**src/rtl/sdram_copier_pkg.sv**
```systemverilog
// -----------------------------------------------------------------------------
// sdram_copier_pkg
// Shared definitions for the SDRAM block copier:
//   state_e       - copier FSM states
//   BYTE_STRIDE   - byte stride for the default 16-bit data path
//   byte_stride() - byte stride for an arbitrary data width
//   chunk_len()   - words in the next chunk, min(remaining, depth)
// -----------------------------------------------------------------------------
package sdram_copier_pkg;

   typedef enum logic [2:0] {
      ST_IDLE     = 3'd0,
      ST_RD_ISSUE = 3'd1,
      ST_RD_WAIT  = 3'd2,
      ST_WR       = 3'd3,
      ST_DONE     = 3'd4
   } state_e;

   localparam int unsigned DEF_DATA_W  = 16;
   localparam int unsigned BYTE_STRIDE = DEF_DATA_W / 8;

   function automatic int unsigned byte_stride(input int unsigned data_w);
      return data_w / 8;
   endfunction

   function automatic int unsigned chunk_len(input int unsigned remaining,
                                             input int unsigned depth);
      return (remaining < depth) ? remaining : depth;
   endfunction

endpackage

```
**src/rtl/sdram_copier_fifo.sv**
```systemverilog
// -----------------------------------------------------------------------------
// sdram_copier_fifo
// Synchronous show-ahead FIFO holding one chunk of read data.
//   clk, rst   - clock, asynchronous active-high reset (clears pointers)
//   push       - write push_data at the tail
//   pop        - discard the head word
//   head       - current head word (valid when !empty)
//   empty/full - occupancy flags
// -----------------------------------------------------------------------------
module sdram_copier_fifo #(
   parameter int unsigned DEPTH = 16,
   parameter int unsigned WIDTH = 16
) (
   input  logic             clk,
   input  logic             rst,
   input  logic             push,
   input  logic [WIDTH-1:0] push_data,
   input  logic             pop,
   output logic [WIDTH-1:0] head,
   output logic             empty,
   output logic             full
);

   localparam int unsigned AW = $clog2(DEPTH);

   logic [WIDTH-1:0] mem_q [DEPTH];
   logic [AW:0]      wr_ptr_q, wr_ptr_d;
   logic [AW:0]      rd_ptr_q, rd_ptr_d;

   // Extra pointer MSB distinguishes full from empty when the indices match.
   always_comb begin
      wr_ptr_d = wr_ptr_q;
      rd_ptr_d = rd_ptr_q;
      if (push) wr_ptr_d = wr_ptr_q + (AW+1)'(1);
      if (pop)  rd_ptr_d = rd_ptr_q + (AW+1)'(1);
   end

   always_ff @(posedge clk or posedge rst) begin
      if (rst) begin
         wr_ptr_q <= '0;
         rd_ptr_q <= '0;
      end else begin
         wr_ptr_q <= wr_ptr_d;
         rd_ptr_q <= rd_ptr_d;
      end
   end

   always_ff @(posedge clk) begin
      if (push) mem_q[wr_ptr_q[AW-1:0]] <= push_data;
   end

   assign head  = mem_q[rd_ptr_q[AW-1:0]];
   assign empty = (wr_ptr_q == rd_ptr_q);
   assign full  = (wr_ptr_q[AW] != rd_ptr_q[AW]) &&
                  (wr_ptr_q[AW-1:0] == rd_ptr_q[AW-1:0]);

endmodule

```
**src/rtl/sdram_block_copier.sv**
```systemverilog
// -----------------------------------------------------------------------------
// sdram_block_copier
// Avalon-MM master copying word_count DATA_W words from src_addr to dst_addr
// in chunks of up to BUF_DEPTH words (pipelined reads into a FIFO, then writes).
//   clk, reset        - clock, asynchronous active-high reset
//   start             - one-cycle job request (accepted in IDLE or DONE)
//   src_addr/dst_addr - byte addresses, latched on an accepted start
//   word_count        - words to copy, latched on an accepted start
//   busy / done       - job in progress / job complete (level)
//   checksum          - mod 2^32 sum of all words read in the current job
//   avm_*             - Avalon-MM master port
// -----------------------------------------------------------------------------
module sdram_block_copier #(
   parameter int unsigned ADDR_W    = 32,
   parameter int unsigned DATA_W    = 16,
   parameter int unsigned BUF_DEPTH = 16,
   parameter int unsigned CNT_W     = 24
) (
   input  logic                clk,
   input  logic                reset,
   input  logic                start,
   input  logic [ADDR_W-1:0]   src_addr,
   input  logic [ADDR_W-1:0]   dst_addr,
   input  logic [CNT_W-1:0]    word_count,
   output logic                busy,
   output logic                done,
   output logic [31:0]         checksum,
   output logic [ADDR_W-1:0]   avm_address,
   output logic                avm_read,
   output logic                avm_write,
   output logic [DATA_W-1:0]   avm_writedata,
   output logic [DATA_W/8-1:0] avm_byteenable,
   input  logic                avm_waitrequest,
   input  logic [DATA_W-1:0]   avm_readdata,
   input  logic                avm_readdatavalid
);

   import sdram_copier_pkg::*;

   localparam int unsigned       CW     = $clog2(BUF_DEPTH) + 1;
   localparam logic [ADDR_W-1:0] STRIDE = ADDR_W'(byte_stride(DATA_W));

   state_e              state_q, state_d;
   logic [ADDR_W-1:0]   src_ptr_q, src_ptr_d;
   logic [ADDR_W-1:0]   dst_ptr_q, dst_ptr_d;
   logic [CNT_W-1:0]    remaining_q, remaining_d;
   logic [CW-1:0]       chunk_q, chunk_d;
   logic [CW-1:0]       issued_q, issued_d;
   logic [CW-1:0]       received_q, received_d;
   logic [CW-1:0]       written_q, written_d;
   logic [31:0]         checksum_q, checksum_d;
   logic [CNT_W-1:0]    rem_after;

   logic                rd_acc, wr_acc, fifo_push;
   logic [DATA_W-1:0]   fifo_head;
   logic                fifo_empty, fifo_full;

   assign rd_acc    = (state_q == ST_RD_ISSUE) && !avm_waitrequest;
   assign wr_acc    = (state_q == ST_WR) && !avm_waitrequest;
   // Read data is only meaningful while a chunk is being fetched; anything
   // arriving in IDLE/DONE (e.g. responses to reads cut off by reset) is dropped.
   assign fifo_push = avm_readdatavalid &&
                      ((state_q == ST_RD_ISSUE) || (state_q == ST_RD_WAIT));

   sdram_copier_fifo #(
      .DEPTH (BUF_DEPTH),
      .WIDTH (DATA_W)
   ) u_fifo (
      .clk       (clk),
      .rst       (reset),
      .push      (fifo_push),
      .push_data (avm_readdata),
      .pop       (wr_acc),
      .head      (fifo_head),
      .empty     (fifo_empty),
      .full      (fifo_full)
   );

   always_comb begin
      state_d     = state_q;
      src_ptr_d   = src_ptr_q;
      dst_ptr_d   = dst_ptr_q;
      remaining_d = remaining_q;
      chunk_d     = chunk_q;
      issued_d    = issued_q;
      received_d  = received_q;
      written_d   = written_q;
      checksum_d  = checksum_q;
      rem_after   = remaining_q - CNT_W'(chunk_q);

      if (fifo_push) begin
         checksum_d = checksum_q + 32'(avm_readdata);
         received_d = received_q + CW'(1);
      end

      case (state_q)
         ST_IDLE, ST_DONE: begin
            if (start) begin
               src_ptr_d   = src_addr;
               dst_ptr_d   = dst_addr;
               remaining_d = word_count;
               chunk_d     = CW'(chunk_len(32'(word_count), BUF_DEPTH));
               issued_d    = '0;
               received_d  = '0;
               written_d   = '0;
               checksum_d  = '0;
               state_d     = (word_count == '0) ? ST_DONE : ST_RD_ISSUE;
            end
         end
         ST_RD_ISSUE: begin
            if (rd_acc) begin
               src_ptr_d = src_ptr_q + STRIDE;
               issued_d  = issued_q + CW'(1);
               if (issued_q + CW'(1) == chunk_q) state_d = ST_RD_WAIT;
            end
         end
         ST_RD_WAIT: begin
            if (received_d == chunk_q) state_d = ST_WR;
         end
         ST_WR: begin
            if (wr_acc) begin
               dst_ptr_d = dst_ptr_q + STRIDE;
               written_d = written_q + CW'(1);
               if (written_q + CW'(1) == chunk_q) begin
                  remaining_d = rem_after;
                  chunk_d     = CW'(chunk_len(32'(rem_after), BUF_DEPTH));
                  issued_d    = '0;
                  received_d  = '0;
                  written_d   = '0;
                  state_d     = (rem_after == '0) ? ST_DONE : ST_RD_ISSUE;
               end
            end
         end
         default: state_d = ST_IDLE;
      endcase
   end

   always_ff @(posedge clk or posedge reset) begin
      if (reset) begin
         state_q     <= ST_IDLE;
         src_ptr_q   <= '0;
         dst_ptr_q   <= '0;
         remaining_q <= '0;
         chunk_q     <= '0;
         issued_q    <= '0;
         received_q  <= '0;
         written_q   <= '0;
         checksum_q  <= '0;
      end else begin
         state_q     <= state_d;
         src_ptr_q   <= src_ptr_d;
         dst_ptr_q   <= dst_ptr_d;
         remaining_q <= remaining_d;
         chunk_q     <= chunk_d;
         issued_q    <= issued_d;
         received_q  <= received_d;
         written_q   <= written_d;
         checksum_q  <= checksum_d;
      end
   end

   always_ff @(posedge clk) begin
      if (!reset) begin
         if (state_q == ST_WR) assert (!fifo_empty);
         if (fifo_push)        assert (!fifo_full);
      end
   end

   // Bus outputs decode straight from registered state, so they hold steady
   // under waitrequest and fall to zero the instant reset is asserted.
   assign avm_read       = (state_q == ST_RD_ISSUE);
   assign avm_write      = (state_q == ST_WR);
   assign avm_address    = avm_read  ? src_ptr_q :
                           avm_write ? dst_ptr_q : '0;
   assign avm_writedata  = avm_write ? fifo_head : '0;
   assign avm_byteenable = '1;
   assign busy           = (state_q == ST_RD_ISSUE) || (state_q == ST_RD_WAIT) ||
                           (state_q == ST_WR);
   assign done           = (state_q == ST_DONE);
   assign checksum       = checksum_q;

endmodule

```
**config.mk**
```make
export PLATFORM = sky130hd
export DESIGN_NAME = sdram_block_copier
export DESIGN_NICKNAME = d
export VERILOG_FILES = /design/src/rtl/sdram_copier_pkg.sv /design/src/rtl/sdram_copier_fifo.sv /design/src/rtl/sdram_block_copier.sv
export SDC_FILE = /design/constraint.sdc
export NUM_CORES = 1
export LEC_CHECK = 0
export CAP_MARGIN = 0
export CORE_ASPECT_RATIO = 1.75
export CORE_UTILIZATION = 50
export DETAILED_ROUTE_END_ITERATION = 16
export PLACE_DENSITY = 0.81
export SETUP_SLACK_MARGIN = 0.4
export SYNTH_ARGS = -nofsm -noshare
export SYNTH_HDL_FRONTEND = slang
export SYNTH_HIERARCHICAL = 1
export SYNTH_SLANG_ARGS = --single-unit
```
**constraint.sdc**
```tcl
create_clock -name clk -period 8.1 [get_ports clk]
set_input_delay 1.62 -clock clk [delete_from_list [all_inputs] [get_ports clk]]
set_output_delay 1.62 -clock clk [all_outputs]
set_load 0.01 [all_outputs]
```
# Yosys cells after proc, flatten, opt, wreduce, memory -nomap -nowiden
# Memories as Yosys holds them, arrays and structs flattened.
# Cells that the tools add are included.
[word_totals] reg_bits=153 output_inout_bits=86 input_bits=109 elab_cells=100 ramBits=256 n_memories=1
[classes] n_mux=46 reduce_logical=18 n_addsub=9 n_lt_le_gt_ge=2 eq_ne=13
[mem_list] memory="u_fifo.mem_q" depth=16 width=16 rd=1 rd_clocked_by_memory_dff=0 write_ports=1 line_no="sdram_copier_fifo.sv:26" source="logic [WIDTH-1:0] mem_q [DEPTH];"
[op_table] op="$mux W32" count=9
[op_table] op="$pmux W32 S2" count=2
[op_table] op="$mux W5" count=15
[op_table] op="$mux W24" count=3
[op_table] op="$add A32 B2 Y32 const B" count=2
[op_table] op="$logic_not A24 Y1" count=2
[op_table] op="$lt A24 B5 Y1 const B" count=2
[op_table] op="$pmux W24 S2" count=1
[op_table] op="$add A32 B16 Y32" count=1
[op_table] op="$pmux W5 S2" count=3
[op_table] op="$add A5 B1 Y5 const B" count=5
[op_table] op="$mux W3" count=8
[op_table] op="$sub A24 B5 Y24" count=1
[op_table] op="$mux W16" count=1
[op_table] op="$eq A5 B5 Y1" count=3
[op_table] op="$pmux W5 S3" count=1
[op_table] op="$pmux W3 S4" count=1
[op_table] op="$ne A2 B1 Y1 const B" count=5
[op_table] op="$eq A3 B2 Y1 const B" count=2
[op_table] op="$reduce_and A3 Y1" count=2
[op_table] op="$reduce_and A6 Y1" count=1
[op_table] op="$reduce_and A5 Y1" count=1
[op_table] op="$reduce_and A4 Y1" count=1
[op_table] op="$reduce_bool A2 Y1" count=2
[op_table] op="other kinds (10)" count=14

# Longest topological paths before layout
[depth] depth_word=7 depth_mapped=10 depth_no_buf=10

# By module
# The synthesis kept the hierarchy.
[by_module_without_submodules] mod="sdram_copier_fifo" seq_area_each_um2=7937.6 cells_each=495 instances=1 area_per_inst_um2=10427.5
[by_module_without_submodules] mod="sdram_block_copier" seq_area_each_um2=3578.4 cells_each=1242 instances=1 area_per_inst_um2=9865.7

# Worst setup path after synthesis
# OpenSTA, ideal clock, no wires.
[synth_path] path_type="input-to-reg" start="in avm_readdatavalid" end="mem u_fifo.mem_q[3][0] (enable)" cell_stages=8 setup_ns=0.374 n_path_buf=3 setup_slack_ns=4.108 required_time_ns=7.726 t_arrival_ns=3.618 cell_sequence="nand2b_1 or2_2 clkbuf_1 clkinv_1 buf_1 clkbuf_1 nor3b_1 and2_1"
[synth_between] elab_chain_len=3
[synth_rtl] item="start, declared" line_no="sdram_block_copier.sv:35" source="input logic avm_readdatavalid"
[synth_rtl] item="$logic_and A1 B1 Y1" line_no="sdram_block_copier.sv:62" source="assign fifo_push = avm_readdatavalid &&"
[synth_rtl] item="via fifo_push" line_no="sdram_block_copier.sv:54" source="logic rd_acc, wr_acc, fifo_push;"
[synth_rtl] item="$mux W1" line_no="sdram_copier_fifo.sv:49" source="if (push) mem_q[wr_ptr_q[AW-1:0]] <= push_data;"
[synth_rtl] item="$mux W1 (implied by the code)" line_no="sdram_copier_fifo.sv:49"
[synth_rtl] item="end, declared" line_no="sdram_copier_fifo.sv:26"
# The timed path passes the listed nets, and every way through them passes these cells.

# Worst setup path after layout
[layout_path] start="reg u_fifo.rd_ptr_q[0]" end="out avm_writedata[1]"
[layout_between] elab_chain_len=2
[layout_rtl] item="start, declared" line_no="sdram_copier_fifo.sv:28" source="logic [AW:0] rd_ptr_q, rd_ptr_d;"
[layout_rtl] item="start signal, assigned" line_no="sdram_copier_fifo.sv:44" source="rd_ptr_q <= rd_ptr_d;"
[layout_rtl] item="$mem_v2 Z16 W16"
[layout_rtl] item="via fifo_head[1]" line_no="sdram_block_copier.sv:55" source="logic [DATA_W-1:0] fifo_head;"
[layout_rtl] item="$mux W16" line_no="sdram_block_copier.sv:175" source="assign avm_writedata = avm_write ? fifo_head : '0;"
[layout_rtl] item="end, declared" line_no="sdram_block_copier.sv:31" source="output logic [DATA_W-1:0] avm_writedata,"
# The timed path passes the listed nets, and every way through them passes these cells.

==> impl_metrics.json <==
{
  "dieArea_sq_um": 41160,
  "ant_nets": 0,
  "r2r_slack_ps": 4360,
  "hold_path_class": "register to register",
  "die_w_microns": 153.8,
  "fill_cells": 3061,
  "fin_crit_ps": 5744,
  "crit_required_ps": 6480,
  "max_freq_ghz": 0.1741,
  "ioPinCount": 195,
  "wirelength_microns": 54760,
  "rows": 97,
  "cp_max_fo": 36,
  "status": "finished clean",
  "start_kind": "register",
  "finalCritPeriodShare_pct": 70.91,
  "dp.cells": 2328,
  "cts.sinks": 407,
  "cts.clk_slew.worst_paths_ps": 60,
  "overflow": 0,
  "max_slew.worst_pin.slew_ps": 1290,
  "slew-limit-headroom_pct": 14.01,
  "grt_usage_pct": 26.85,
  "num-nets-final": 2015,
  "die_h_microns": 267.6,
  "clk_latency_ps": 550,
  "core_area_sq_um": 39930,
  "syn2layout_area_growth_pct": 17.24,
  "cts_setup_buffers": 0,
  "cts_tree": "built",
  "dr.pass1.iters": 5,
  "drive_above_1_share_pct": 7.882,
  "antenna_found_initial": 2,
  "clock_path_buffers": 3,
  "htreeDepth": 2,
  "setup_violations": 0,
  "yosysWarnings": 6,
  "rsz0062_at_grt": "no",
  "postSynthCellCount": 1724,
  "ctsHoldBuffers": 0,
  "routabilityCongestion": 0.9203,
  "first_global_vias": 15201,
  "avgSynthCellArea_sq_um": 11.69,
  "setup-tns-final_ps": 0,
  "vias": 15290,
  "grt_pass1_wl_microns": 84940,
  "power.density_nw_per_um2": 354.0,
  "finClkSkew_ps": 21.26,
  "port_buffers": 192,
  "root_buffer": "clkbuf_16",
  "p_leak_nw": 8.635,
  "cts_inserted_buffers": 38,
  "irDropWorstVdd_v": 0.0002562,
  "route.detailed.wl_per_inst_microns": 22.82,
  "fin_cells": 2400,
  "drc": 0,
  "maxCapViolCount": 0,
  "slew_viol_final": 0,
  "hold_viol": 0,
  "path_class": "register to output port",
  "viasPerCell": 6.371,
  "worst_setup_path_end_kind": "output port",
  "dp_hpwl_microns": 36360,
  "cts_resized": 0,
  "start_util_pct": 50.49,
  "arrival_ps": 4120,
  "netlist_area_sq_um": 20160,
  "grt_max_degree": 79,
  "first_iter_violations": 1173
}
## power by group
group,total [W],switching [W],internal (W)
clock network,0.00176,0.000780,0.000982
logic,0.00346,0.00194,0.00152
registers,0.00314,0.000506,0.00264
total,0.00837,0.00322,0.00514
## worst paths after layout
kind                                                start                             end  depth (start not counted)
max                        u_fifo/rd_ptr_q[0]$_DFFE_PP0P_                avm_writedata[1]                          7
min                             dst_ptr_q[28]$_DFFE_PP0P_       dst_ptr_q[28]$_DFFE_PP0P_                          1
max reg2reg                        state_q[1]$_DFFE_PP0P_     remaining_q[17]$_DFFE_PP0P_                         14
min reg2reg                     dst_ptr_q[28]$_DFFE_PP0P_       dst_ptr_q[28]$_DFFE_PP0P_                          1
max in group asynchronous                           reset       src_ptr_q[22]$_DFFE_PP0P_                          3
min in group asynchronous                           reset  u_fifo/rd_ptr_q[3]$_DFFE_PP0P_                          2
## critical path: stages, from the launching register on
cell and delay, ps:
dfrtp_2 710, buf_4 680, and2_1 840, a22oi_1 250
a32oi_1 270, o21ai_1 130, and3_1 220, clkdlybuf4s50_1 470
## flip-flops by register name, indices dropped and copies added (netlist names), 24 cells and up
name          flops
u_fifo/mem_q    256
checksum         32
dst_ptr_q        32
src_ptr_q        32
remaining_q      24
## area by class of cell
type | count | area, sq um | share of cell area (%)
clock inverters | 21 | 176.4 | 0.7465
diodes | 2 | 5.005 | 0.02118
inverters | 33 | 128.9 | 0.5453
repair buffers | 210 | 2057 | 8.703
flip-flops and latches | 407 | 11470 | 48.54
clock buffers | 49 | 1044 | 4.415
multi-input cells | 1183 | 8133 | 34.41
well taps | 495 | 619.3 | 2.621
## metal layers
metal	GRT usage [%]	wire length, microns	up-vias
met5	0	0	-
met4	14.97	2907	0
met3	3.172	3858	167
met2	48.07	28740	791
met1	31.17	19250	7492
li1	-	-	6840
## cell usage in the layout (no fill, tap or decap), types with 9 or more instances in the layout
| cell | instances |
|---|---|
| clkinv_2 | 10 |
| a22oi_1 | 21 |
| inv_1 | 29 |
| mux4_2 | 44 |
| o21ai_1 | 18 |
| a31oi_1 | 19 |
| clkdlybuf4s50_1 | 192 |
| a211oi_1 | 9 |
| xnor2_1 | 30 |
| mux2i_1 | 69 |
| ha_1 | 31 |
| a22o_1 | 25 |
| a2bb2oi_1 | 9 |
| o21ai_0 | 87 |
| a32oi_1 | 21 |
| and2_1 | 26 |
| a21oi_1 | 132 |
| edfxtp_1 | 256 |
| clkbuf_16 | 39 |
| buf_4 | 18 |
| dfrtp_1 | 149 |
| or3_1 | 10 |
| o22ai_1 | 38 |
| nand3_1 | 51 |
| nor2_1 | 120 |
| o21a_1 | 10 |
| nand4_1 | 13 |
| nor3_1 | 33 |
| and3_1 | 35 |
| nand2_1 | 169 |
| nor4_1 | 20 |
| xor2_1 | 23 |
## stage by stage
step / utilization, % / area, sq um / setup slack, ps / power [W] / hold WS (ps)
2_1_floorplan: - / 20160 / 2642 / 0.005395 / 439.1
3_3_place_gp: 56.12 / 22410 / 3048 / 0.006462 / 453.8
3_5_place_dp: 56.12 / 22410 / 2942 / 0.006572 / 483.8
4_1_cts: 59.18 / 23630 / 2297 / 0.008359 / 491.8
5_1_grt: 59.19 / 23630 / 2144 / 0.008816 / 521.0
6_report: 59.19 / 23630 / 2356 / 0.008366 / 491.3
Note: power is estimated with default switching activity, not from simulation.
